==> config.mk <==
export PLATFORM = sky130hd
export DESIGN_NAME = cdm8_prod_accum
export DESIGN_NICKNAME = d
export VERILOG_FILES = /design/src/rtl/cdm8_pkg.sv /design/src/rtl/cdm8_sat_add.sv /design/src/rtl/cdm8_prod_accum.sv
export SDC_FILE = /design/constraint.sdc
export NUM_CORES = 1
export LEC_CHECK = 0
export ABC_CLOCK_PERIOD_IN_PS = 7260
export CORE_ASPECT_RATIO = 0.6
export CORE_MARGIN = 8
export CORE_UTILIZATION = 52
export DETAILED_ROUTE_END_ITERATION = 8
export GPL_TIMING_DRIVEN = 0
export PLACE_DENSITY = 0.83
export SYNTH_ARGS = -nofsm -noshare
export SYNTH_HDL_FRONTEND = slang
export SYNTH_SLANG_ARGS = --single-unit
==> constraint.sdc <==
create_clock -name clk -period 7.26 [get_ports clk]
set_input_delay 1.452 -clock clk [delete_from_list [all_inputs] [get_ports clk]]
set_output_delay 1.452 -clock clk [all_outputs]
set_load 0.05 [all_outputs]
==> src/rtl/cdm8_pkg.sv <==
// Shared constants and types for the cdm8 approximate multiplier family.
// Used by the product accumulator, the array wrapper and benches.
package cdm8_pkg;

  localparam int CDM8_OPW = 8;
  localparam int CDM8_PW  = 16;
  localparam int CDM8_AW  = 24;
  localparam int CDM8_LEN = 8;

  typedef enum logic {
    ACC  = 1'b0,
    DONE = 1'b1
  } acc_state_t;

endpackage

==> src/rtl/cdm8_sat_add.sv <==
// Unsigned saturating adder for the cdm8 product accumulator.
// Clamps to all-ones on carry-out and flags the overflow.
module cdm8_sat_add #(
  parameter int AW = 24
) (
  input  logic [AW-1:0] a,
  input  logic [AW-1:0] b,
  output logic [AW-1:0] sum,
  output logic          ovf
);

  logic [AW:0] full;

  assign full = {1'b0, a} + {1'b0, b};
  assign ovf  = full[AW];
  assign sum  = ovf ? '1 : full[AW-1:0];

endmodule

==> src/rtl/cdm8_prod_accum.sv <==
// Saturating dot-product accumulator fed by the cdm8 multiplier array.
// Groups of LEN products, or fewer on in_last, produce one result.
module cdm8_prod_accum
  import cdm8_pkg::*;
#(
  parameter int PW  = CDM8_PW,
  parameter int AW  = CDM8_AW,
  parameter int LEN = CDM8_LEN,
  parameter int CW  = 8
) (
  input  logic          clk,
  input  logic          rst_n,
  input  logic          clr,
  input  logic          in_valid,
  output logic          in_ready,
  input  logic [PW-1:0] in_prod,
  input  logic          in_last,
  output logic          out_valid,
  input  logic          out_ready,
  output logic [AW-1:0] out_sum,
  output logic          out_sat,
  output logic [CW-1:0] out_count
);

  acc_state_t    state;
  acc_state_t    state_d;
  logic [AW-1:0] acc;
  logic [AW-1:0] acc_sum;
  logic          acc_ovf;
  logic [CW-1:0] cnt;
  logic          sat;
  logic          accept;
  logic          last_hit;
  logic          release_res;

  assign in_ready    = (state == ACC) && !clr;
  assign accept      = in_valid && in_ready;
  assign last_hit    = in_last || (cnt == CW'(LEN - 1));
  assign out_valid   = (state == DONE);
  assign release_res = out_valid && out_ready;

  cdm8_sat_add #(
    .AW(AW)
  ) u_add (
    .a  (acc),
    .b  (AW'(in_prod)),
    .sum(acc_sum),
    .ovf(acc_ovf)
  );

  // accept implies ACC and release implies DONE, so arms never overlap
  always_comb begin
    state_d = state;
    unique case (1'b1)
      clr:                    state_d = ACC;
      !clr && release_res:    state_d = ACC;
      accept && last_hit:     state_d = DONE;
      default:                state_d = state;
    endcase
  end

  always_ff @(posedge clk or negedge rst_n) begin
    if (!rst_n) begin
      state <= ACC;
    end else begin
      state <= state_d;
    end
  end

  always_ff @(posedge clk or negedge rst_n) begin
    if (!rst_n) begin
      acc <= '0;
      cnt <= '0;
      sat <= 1'b0;
    end else if (clr || release_res) begin
      acc <= '0;
      cnt <= '0;
      sat <= 1'b0;
    end else if (accept) begin
      acc <= acc_sum;
      cnt <= cnt + CW'(1);
      sat <= sat | acc_ovf;
    end
  end

  assign out_sum   = acc;
  assign out_sat   = sat;
  assign out_count = cnt;

endmodule

Yosys cells after proc, flatten, opt, wreduce, memory -nomap -nowiden. Index checks and enable logic that the tools add are counted. W data, S select, Z words.

Flip-flop bits (word level): 34. Output and inout bits: 35. Word-level logic and storage cells: 28. Input port bits: 22.

Eq/ne operators: 1. Bitwise gates (word level): 2. Reduce and logical (&&, ||, !) cells: 11. Add/subtract/negate cells: 2. Mux-type cells: 8.

Operators with widths (count): $mux W24 (3); $add A24 B16 Y25 (1); $mux W8 (2); $add A8 B1 Y8 const B (1); $eq A8 B3 Y1 const B (1); $logic_and A1 B1 Y1 (5); $reduce_bool A2 Y1 (2); $logic_or A1 B1 Y1 (2); $mux W1 (2); $pmux W1 S2 (1); $reduce_or A2 Y1 (1); $logic_not A1 Y1 (1); $not A1 Y1 (1); $or A1 B1 Y1 (1).

Longest topological paths before layout.
Word-level depth: 5. Gate-level depth with buffers: 10. Mapped depth without buffers: 10.

By module. Synthesis repeated with hierarchy kept, for this count alone.

Cell total of the unflattened synthesis: 331. Area, all modules: 2797.7 um2.

By module, submodules not included: cdm8_prod_accum (cells an instance 130, sequential area each 850.8 um2, times used 1, area an instance 1411.4 um2); cdm8_sat_add (cells an instance 201, sequential area each 0.0 um2, times used 1, area an instance 1386.3 um2).

Worst setup path after synthesis. No wires, ideal clock.

Kind: input -> register. Start: input port in_prod[0]. End: register acc[10] (netlist: out_sum[10]). Library setup time: 0.126 ns. Cell stages on the path: 9. Path buffers: 1. Arrival: 3.626 ns. Setup slack: 3.508 ns. Data required time: 7.134 ns. Path through: ha_1 > fa_1 > a211oi_1 > o211a_1 > nor3_4 > a2111oi_4 > nor4_4 > buf_6 > a221o_1.

Word-level cells in the longest chain between the ends: 4.

RTL lines: start: declaration (line cdm8_prod_accum.sv:16) `input logic [PW-1:0] in_prod,`; $add A24 B16 Y25 (line cdm8_sat_add.sv:14) `assign full = {1'b0, a} + {1'b0, b};`; $mux W24 (line cdm8_sat_add.sv:16) `assign sum = ovf ? '1 : full[AW-1:0];`; $mux W24 (line cdm8_prod_accum.sv:79) `end else if (accept) begin`; $mux W24 (line cdm8_prod_accum.sv:75) `end else if (clr || release_res) begin`; end signal: assignment (line cdm8_prod_accum.sv:80) `acc <= acc_sum;`; end: declaration (line cdm8_prod_accum.sv:27) `logic [AW-1:0] acc;`.

No other way between the ends. The select of a mux whose other input is x is not followed. A chain may end at the register's enable or synchronous reset.

Final worst setup path.
Start: input port clr. End: output port in_ready.

Word-level cells in the longest chain between the ends: 2.

RTL lines: start: declaration (line cdm8_prod_accum.sv:13) `input logic clr,`; $logic_not A1 Y1 (line cdm8_prod_accum.sv:36) `assign in_ready = (state == ACC) && !clr;`; $logic_and A1 B1 Y1 (line cdm8_prod_accum.sv:36); end: declaration (line cdm8_prod_accum.sv:15) `output logic in_ready,`.

No other way between the ends.

==> impl_metrics.toml <==
[status]
status = "finished clean"

[worst_setup_path]
crit_path_max_incr_delay_ns = 0.84
path_cells = "clkdlybuf4s50_1, nor2_1, clkdlybuf4s50_1"
cpMostUsedCell = "clkdlybuf4s50_1"
cp.arrival_ns = 2.90
cp_top_family = "buffers and inverters"
cp.buffers_inverters = 2
worstPathRequired_ns = 5.81
crit_fanout = 3
slowest_stage = "clkdlybuf4s50_1"
cp-start-kind = "input port"
end_kind = "primary output"
worst-setup-path-type = "in -> out"

[sta]
min_period_ns = 4.35
slew_viol_final = 0
slew_headroom_pct = 50.4
fin_crit_sh_pct = 60.0
setup_tns_ns = 0
finalHoldViolCount = 0
setup_viol = 0
worst_pin_slew_ns = 0.743
rsz0062_at_grt = "false"
fmaxAchievable_mhz = 230
clock-skew-final_ns = 0.00847
hold_slack_ns = 0.537

[yosys]
synth_nets = 276
synth_seq_area_share_pct = 37.5
synth.cell_area_um2 = 2270
synthTopCellsByArea = "dfrtp_1 (37%), ha_1 (9.4%), a221o_1 (4.9%)"
yosys_register_bits = 34
ys_types = 48
yosysMostFrequentCell = "dfrtp_1"
synth_top_area_share_pct = 37.5
ys_warn_count = 0
yosys.area.top_type = "dfrtp_1"
synth_ff_type = "dfrtp_1"
synthTopCellsByCount = "dfrtp_1 (34), nor2_1 (25), ha_1 (17), nand2_1 (17), o21ai_0 (17)"
synth-edff-count = 0
async_reset_ff_share_pct = 100
synthCells = 236
avgSynthCellArea_um2 = 9.62

[cells_and_area]
fin_nets = 339
layout-drive-gt1-share_pct = 6.67
area_growth_pct = 33.8
num_antenna_cells = 0
fill_cells = 325
final_util_pct = 73.3

[detailed_routing]
vias = 2155
first_iter_violations = 142
drt-total-wl_mm = 6.17
dr.pass1.iters = 7
drc_errors = 0
via_per_inst = 5.99
ant_nets = 0
post_drt_wl_per_cell_um = 17.1

[flow_run]
drv_cap = 0

[power_and_ir_drop]
p_leak_uw = 0.00133
power.density_nw_per_um2 = 243
ir_drop_mv = 0.119

[place]
gp_congestion = 0.898
dpl.hpwl_mm = 4.59
numPortBuffers = 56

[clocking]
root_buffer = "clkbuf_8"
cts_resized = 0
ctsHtreeMaxLevel = 2
numCtsBuffers = 5
path_clk_slew_ns = 0.07
clock_path_buffers = 2
clock_sinks = 34
postCtsSetupBuffers = 0
clk-insertion-delay-late_ns = 0.29
hold_buffers = 0
cts_tree = "yes"

[grt]
gr-total-overflow = 0
grt_max_degree = 35
grt_pass1_vias = 2041
track_usage_pct = 18.6
grt_pass1_wl_mm = 9.99
antenna_found_initial = 0

[die]
die_area_um2 = 6800
pin_count = 57
core_um2 = 4140
die_h_um = 67.2
start_util_pct = 54.8
die_w_um = 101
rows = 18

[worst_hold_path]
min_path_type = "reg -> reg"
cells by family after synthesis:
| group | Yosys count | synth area share (%) |
|---|---|---|
| AOI/OAI and AO/OA | 84 | 26.6 |
| xor gates and xnor gates | 19 | 7.33 |
| adders and majority gates | 18 | 10.3 |
| buffers and inverters | 15 | 2.87 |
| DFF | 34 | 37.5 |
| and+or+nand+nor | 66 | 15.4 |
worst register-to-register path: cells and delay by family, from the launching register on:
| family | cells | cell delay, ns |
|---|---|---|
| simple gates | 4 | 0.57 |
| flops | 1 | 0.41 |
| compound gates | 4 | 1.17 |
| fa+ha+maj | 2 | 0.64 |
where the power goes:
group          total, uW  switching [uW]  internal (uW)  leakage (uW)
Sequential           224            17.3            207      0.000462
Combinational        304             185            119      0.000802
Clock                212            74.0            138     0.0000683
flip-flops by register name (all words and copies together) (netlist names):
name,count
out_count,8
out_sat,1
out_sum,24
out_valid,1
per-stage QoR:
| step | setup slack, ns | area [um^2] | instances | power [uW] |
|---|---|---|---|---|
| after global routing | 2.84 | 3040 | 360 | 773 |
| after CTS | 2.90 | 3040 | 360 | 741 |
| after global placement | 2.86 | 2910 | 352 | 523 |
| after detailed placement | 2.85 | 2900 | 352 | 528 |
| final | 2.91 | 3040 | 360 | 740 |
| after floorplan | 3.51 | 2270 | 236 | 440 |
metal layers:
layer | vias to the layer above | global-route usage, % | wire length (um)
met5 | - | 0 | 0
met4 | 0 | 4.97 | 48
met1 | 1022 | 26.0 | 2930
met2 | 109 | 26.8 | 2540
li1 | 1015 | - | -
met3 | 9 | 6.15 | 654
placed cells by master (no fill, tap or decap), types with 2 or more instances in the layout:
cell type        synthesis  layout
clkdlybuf4s50_1          0      55
a211oi_1                 3       3
clkbuf_1                 5       5
a21oi_1                 16      16
o211a_1                  2       2
xnor2_1                 11      11
o21ai_0                 17      17
a31oi_1                  3       3
o21bai_1                 3       3
o2111ai_1                2       2
and3_1                   3       3
nand2_1                 17      17
nor3_4                   2       2
bufinv_16                0       2
xor2_1                   8       8
buf_2                    1       2
and2_1                   2       2
a221o_1                 11      11
o21ai_1                  5       5
inv_1                    8       8
dfrtp_1                 34      34
nor3_1                   4       4
a311oi_1                 2       2
clkbuf_8                 0       5
a21o_1                   5       5
nor2_1                  25      25
nand4_1                  3       3
ha_1                    17      17
a211o_1                  2       2
a22oi_1                  2       2
nand3_1                  3       3
area by class of cell:
class / instances / area (um^2) / area share [%]
buffer: 7 / 35.0 / 1.15
sequential: 34 / 851 / 28.0
multi-input combinational: 187 / 1350 / 44.6
inverter: 8 / 30.0 / 0.988
clock buffer: 5 / 68.8 / 2.27
clock inverter: 3 / 68.8 / 2.27
tap: 60 / 75.1 / 2.47
timing repair buffer: 56 / 556 / 18.3
final timing paths:
kind	from	end	slack [ns]	cells past startpoint
max	clr	in_ready	2.91	3
min	out_sat	out_sat	0.54	2
max reg2reg	out_sum[0]	out_sum[19]	4.31	10
min reg2reg	out_sat	out_sat	0.54	2
max in group asynchronous	rst_n	out_sum[7]	5.56	1
min in group asynchronous	rst_n	out_sum[10]	1.23	1
No activity file was read; power rests on OpenSTA's default activity.
